File: config.mk
export PLATFORM = sky130hd
export DESIGN_NAME = div_ctrl_flat
export DESIGN_NICKNAME = d
export VERILOG_FILES = /design/src/rtl/div_if.sv /design/src/rtl/div_ctrl.sv /design/src/flat_wrapper.sv
export SDC_FILE = /design/constraint.sdc
export NUM_CORES = 1
export LEC_CHECK = 0
export BUFFER_PORTS_ARGS = -buffer_cell sky130_fd_sc_hd__buf_2
export CAP_MARGIN = 20
export CORE_ASPECT_RATIO = 1.2
export CORE_MARGIN = 3
export CORE_UTILIZATION = 45
export CTS_CLUSTER_DIAMETER = 60
export CTS_CLUSTER_SIZE = 25
export DETAILED_ROUTE_END_ITERATION = 6
export GPL_ROUTABILITY_DRIVEN = 0
export PLACE_DENSITY_LB_ADDON = 0.3
export SLEW_MARGIN = 25
export SYNTH_ARGS = -nofsm -noshare
export SYNTH_HDL_FRONTEND = slang
export SYNTH_SLANG_ARGS = --single-unit
File: constraint.sdc
create_clock -name clk -period 5.9 [get_ports clk]
set_input_delay 0.295 -clock clk [delete_from_list [all_inputs] [get_ports clk]]
set_output_delay 0.295 -clock clk [all_outputs]
set_load 0.02 [all_outputs]
File: src/rtl/div_if.sv
// Handshake and operand/result bundle between the E-stage pipeline and the
// iterative divide sequencer.
interface div_if #(
    parameter int WIDTH = 32
);
    logic             start;
    logic             signed_div;
    logic [WIDTH-1:0] a;
    logic [WIDTH-1:0] b;
    logic             cancel;
    logic             stall_ext;
    logic             stall;
    logic             ready;
    logic [WIDTH-1:0] hi;
    logic [WIDTH-1:0] lo;

    modport master (
        output start, signed_div, a, b, cancel, stall_ext,
        input  stall, ready, hi, lo
    );

    modport slave (
        input  start, signed_div, a, b, cancel, stall_ext,
        output stall, ready, hi, lo
    );
endinterface

File: src/rtl/div_ctrl.sv
// Iterative restoring divide sequencer for DIV/DIVU in the execute stage.
// Holds the pipeline while busy and presents {hi, lo} = {remainder, quotient}.
module div_ctrl #(
    parameter int WIDTH = 32
) (
    input  logic  clk,
    input  logic  rst,
    div_if.slave  bus
);
    typedef enum logic [1:0] {
        IDLE = 2'd0,
        BUSY = 2'd1,
        DONE = 2'd2
    } state_t;

    localparam logic [5:0] LAST_ITER = 6'(WIDTH - 1);

    state_t           state_q, state_d;
    logic [5:0]       cnt_q, cnt_d;
    logic [WIDTH-1:0] rem_q, rem_d;
    logic [WIDTH-1:0] quo_q, quo_d;
    logic [WIDTH-1:0] dvs_q, dvs_d;
    logic [WIDTH-1:0] hi_q, hi_d;
    logic [WIDTH-1:0] lo_q, lo_d;
    logic             qneg_q, qneg_d;
    logic             rneg_q, rneg_d;

    logic [WIDTH-1:0] a_abs;
    logic [WIDTH-1:0] b_abs;
    logic [WIDTH:0]   trial;
    logic [WIDTH-1:0] rem_next;
    logic [WIDTH-1:0] quo_next;

    // One restoring step: bit WIDTH of the trial subtraction is the borrow.
    always_comb begin
        a_abs    = (bus.signed_div && bus.a[WIDTH-1]) ? (~bus.a + 1'b1) : bus.a;
        b_abs    = (bus.signed_div && bus.b[WIDTH-1]) ? (~bus.b + 1'b1) : bus.b;
        trial    = {rem_q, quo_q[WIDTH-1]} - {1'b0, dvs_q};
        rem_next = trial[WIDTH] ? {rem_q[WIDTH-2:0], quo_q[WIDTH-1]} : trial[WIDTH-1:0];
        quo_next = {quo_q[WIDTH-2:0], ~trial[WIDTH]};
    end

    always_comb begin
        state_d = state_q;
        cnt_d   = cnt_q;
        rem_d   = rem_q;
        quo_d   = quo_q;
        dvs_d   = dvs_q;
        hi_d    = hi_q;
        lo_d    = lo_q;
        qneg_d  = qneg_q;
        rneg_d  = rneg_q;

        case (state_q)
            IDLE: begin
                if (bus.start) begin
                    if (bus.b == '0) begin
                        hi_d    = bus.a;
                        lo_d    = '1;
                        state_d = DONE;
                    end else begin
                        dvs_d   = b_abs;
                        quo_d   = a_abs;
                        rem_d   = '0;
                        cnt_d   = '0;
                        qneg_d  = bus.signed_div & (bus.a[WIDTH-1] ^ bus.b[WIDTH-1]);
                        rneg_d  = bus.signed_div & bus.a[WIDTH-1];
                        state_d = BUSY;
                    end
                end
            end
            BUSY: begin
                rem_d = rem_next;
                quo_d = quo_next;
                cnt_d = cnt_q + 6'd1;
                if (cnt_q == LAST_ITER) begin
                    hi_d    = rneg_q ? (~rem_next + 1'b1) : rem_next;
                    lo_d    = qneg_q ? (~quo_next + 1'b1) : quo_next;
                    state_d = DONE;
                end
            end
            DONE: begin
                // start is deliberately ignored here so the retiring DIV cannot relaunch
                if (!bus.stall_ext) begin
                    state_d = IDLE;
                end
            end
            default: state_d = IDLE;
        endcase

        // A flush wins over everything and must never disturb the HI/LO result.
        if (bus.cancel) begin
            state_d = IDLE;
            hi_d    = hi_q;
            lo_d    = lo_q;
        end
    end

    always_ff @(posedge clk or negedge rst) begin
        if (!rst) begin
            state_q <= IDLE;
            cnt_q   <= '0;
            rem_q   <= '0;
            quo_q   <= '0;
            dvs_q   <= '0;
            hi_q    <= '0;
            lo_q    <= '0;
            qneg_q  <= 1'b0;
            rneg_q  <= 1'b0;
        end else begin
            state_q <= state_d;
            cnt_q   <= cnt_d;
            rem_q   <= rem_d;
            quo_q   <= quo_d;
            dvs_q   <= dvs_d;
            hi_q    <= hi_d;
            lo_q    <= lo_d;
            qneg_q  <= qneg_d;
            rneg_q  <= rneg_d;
        end
    end

    assign bus.ready = (state_q == DONE);
    assign bus.stall = rst & ~bus.cancel & (((state_q == IDLE) & bus.start) | (state_q == BUSY));
    assign bus.hi    = hi_q;
    assign bus.lo    = lo_q;
endmodule
File: src/flat_wrapper.sv
// flat-port wrapper written by rule: the top's interface ports become plain ports
module div_ctrl_flat 
#(
    parameter int WIDTH = 32
)
  (clk, rst, bus_start, bus_signed_div, bus_a, bus_b, bus_cancel, bus_stall_ext, bus_stall, bus_ready, bus_hi, bus_lo);
  div_if #(.WIDTH(WIDTH)) bus_i ();
  input  logic clk;
  input  logic rst;
  input wire logic [$bits(bus_i.start)-1:0] bus_start;
  input wire logic [$bits(bus_i.signed_div)-1:0] bus_signed_div;
  input wire logic [$bits(bus_i.a)-1:0] bus_a;
  input wire logic [$bits(bus_i.b)-1:0] bus_b;
  input wire logic [$bits(bus_i.cancel)-1:0] bus_cancel;
  input wire logic [$bits(bus_i.stall_ext)-1:0] bus_stall_ext;
  output wire logic [$bits(bus_i.stall)-1:0] bus_stall;
  output wire logic [$bits(bus_i.ready)-1:0] bus_ready;
  output wire logic [$bits(bus_i.hi)-1:0] bus_hi;
  output wire logic [$bits(bus_i.lo)-1:0] bus_lo;
  assign bus_i.start = bus_start;
  assign bus_i.signed_div = bus_signed_div;
  assign bus_i.a = bus_a;
  assign bus_i.b = bus_b;
  assign bus_i.cancel = bus_cancel;
  assign bus_i.stall_ext = bus_stall_ext;
  assign bus_stall = bus_i.stall;
  assign bus_ready = bus_i.ready;
  assign bus_hi = bus_i.hi;
  assign bus_lo = bus_i.lo;
  div_ctrl #(.WIDTH(WIDTH)) u_core (.clk(clk), .rst(rst), .bus(bus_i));
endmodule
==> results.md <==
* Run status: completed
* Crit path to: u_core.bus.hi[28]$_DFFE_PN0P_
* Synthesized area per cell at 7.92 sq um
* Worst r2r src: u_core.quo_q[31]$_DFFE_PN0P_
* WL/cell at 17.5 um
* IO buf count at 135
* PostCTS Resize Cnt at 0
* Final setup viols at 0
* Vias at 11,665
* Postcts setup bufs at 0
* HP Class: input port to register
* R2R cell count at 19
* Final Core Density at between 50% and 60%
* Post-Syn Nets at ~1,700
* Power density over cell area at 416 nW/um^2
* Layout cells sized above 1 at 12.6%
* Final slew viol count at 0
* Commonest non-fill, non-tap cell in the layout: nand2_1
* Syn. warnings at 0
* Initial antenna violation count at 0
* CTS tree: done
* Ys async rst share at 100%
* Crit Path Max Fanout at 10
* Fin crit period at 4.74 ns
* Final wirelength at 34,800 um
* Vias in the first global route at 11,043
* Synthesized cell area at 12,400 sq um
* Crit. End Element: register
* HPWL Detailed at 26,100 um
* Grt total ovfl at 0
* Relative slew slack at 36.4%
* Slew @ Worst Pin at 0.955 ns
* Final hold viol count at 0
* Post-Synthesis Cells at 1,567
* RR Endpoint: u_core.bus.hi[28]$_DFFE_PN0P_
* RSZ-0062 raised after global routing: no
* Die Y at 188 um
* Chip Width at 158 um
* First-pass GRT wire length at 56,400 um
* Initial core utilization at 46.4%
* R2R Setup Slk at 1.16 ns
* Max-Cap Viols at 0
* Clock Skew at 0.00989 ns
* Commonest cells after routing, fill and taps aside: nand2_1 (184), dfrtp_1 (169), o21ai_0 (154)
* Fmax achieved at 0.211 GHz
* Num ports at between 100 and 150
* Number of routed nets with antenna violations at 0
* DR vias/cell at between 5 and 6
* Drt drc at 0
* Iter 0 DRT Violations at about 910
* Clock root cell: clkbuf_16
* ANT cells at 0
* Library cells used by synthesis at 80
* Total Routing Usage GR at about a quarter
* Nets at 1,749
* H-tree Lvls at 4
* Cts bufs inserted at 17
* CTS Sinks at 170
* P&R area growth vs syn at 10.9%
* Seq/Total Area, Yosys at 34.3%
* Worst-path clk slew at 0.07 ns
* Critical path arrival at roughly 5 ns
* Clock latency on the worst-skew pair at approximately 0.44 ns
* Lkg Pwr at 6.05 nW
* CP startpoint kind: register
* Setup TNS at 0 ns
* Clock buffer depth at 2
* Main synth FF type: dfrtp_1
* Worst setup startpoint: u_core.quo_q[31]$_DFFE_PN0P_
* DRT Pass-1 Iters at 5
* Seq cells post-synth at 170
* Post-CTS Hold Fix Bufs at 1
* Required @ worst endpoint at 6.21 ns
* Post-synth EDFFs at 0
* DIE AREA at 29,600 sq um
* Critical path type: register to register
* Largest net degree at the start of global routing at 95
* Crit share post-route at between 80% and 90%
* Total core area at 26,800 sq um
* VDD IR max at approximately 0.24 mV
* Rows at between 60 and 70
## per-stage QoR
stage	instances	hold slack (ns)	area (sq um)	power (W)	setup slack, ns
2_1_floorplan	1567	-0.000591	12400	0.00391	1.40
3_3_place_gp	1956	0.337	13200	0.00458	1.36
3_5_place_dp	1956	0.335	13200	0.00463	1.21
4_1_cts	1986	0.0450	13800	0.00570	1.21
5_1_grt	1986	0.0590	13800	0.00615	0.748
6_report	1986	0.0635	13800	0.00573	1.16
## synth_stat cells, types with 37 or more instances
cell type	number	area share, %
nor3_1	47	1.9
nand3_1	59	2.4
a31oi_1	39	2.0
xor2_1	80	5.6
clkbuf_1	54	1.6
a21oi_1	138	5.6
inv_1	47	1.4
nor2_1	151	4.6
xnor2_1	39	2.8
dfrtp_1	170	34
nand2_1	184	5.6
o21ai_0	154	6.2
ha_1	37	3.7
## final cells by class
cell class	instances	area (sq um)
inverter	47	176
sequential	170	4260
clock buffer	21	450
timing repair buffer	148	795
clock inverter	8	75.1
tap	335	419
fill	2597	13000
multi-input combinational	1257	7590
## routing by layer
metal  global-route usage [%]  share of wire (%)
met1                     32.0                 45
met2                     38.5                 47
met3                     3.44                5.9
met4                     6.88                2.2
met5                        0                  0
## worst max-delay path, stage by stage (launching register included)
cell	delay, ns
dfrtp_1	0.42
inv_1	0.07
ha_1	0.22
fa_1	0.44
nand2b_1	0.21
a211oi_2	0.31
o2111ai_2	0.20
a21o_1	0.23
o211a_2	0.12
inv_1	0.25
nor2_1	0.07
a21oi_1	0.22
ha_1	0.28
and4_1	0.30
nand3_1	0.14
o31ai_2	0.39
nand2_1	0.14
nor4_1	0.26
mux2i_1	0.26
a21oi_1	0.09
## state kept, by name (all words and copies together), names as in the netlist
register / count
u_core.bus.hi: 32
u_core.bus.lo: 32
u_core.dvs_q: 32
u_core.quo_q: 32
u_core.rem_q: 32
u_core.cnt_q: 6
u_core.state_q: 2
u_core.qneg_q: 1
u_core.rneg_q: 1
## kinds of logic (layout without fill, tap and decap cells)
logic type	count (synthesis)	after routing	share of synthesized area, %
DFF	170	170	34.3
xor gates and xnor gates	119	119	8.40
muxes	31	31	2.51
buffers and inverters	140	224	4.75
AOI/OAI and AO/OA	482	482	23.8
and+or+nand+nor	587	587	22.4
adders and majority gates	38	38	3.89
## power by group
| part | internal, W | switching [W] |
|---|---|---|
| sequential | 0.00133 | 0.000216 |
| clock | 0.000582 | 0.000463 |
| combinational | 0.00115 | 0.00199 |
## how the worst min path moves through the flow
stage,startpoint,end,slack [ns],cells past startpoint
2_1_floorplan,rst,u_core.bus.hi[0]$_DFFE_PN0P_,-0.0006,0
4_1_cts,bus_cancel,u_core.state_q[0]$_DFFE_PN0P_,0.04,2
3_5_place_dp,rst,u_core.bus.lo[5]$_DFFE_PN0P_,0.34,1
6_report,bus_cancel,u_core.state_q[0]$_DFFE_PN0P_,0.06,2
5_1_grt,bus_cancel,u_core.state_q[0]$_DFFE_PN0P_,0.06,2
3_3_place_gp,rst,u_core.bus.lo[5]$_DFFE_PN0P_,0.34,1
No activity file was read; power rests on OpenSTA's default activity.
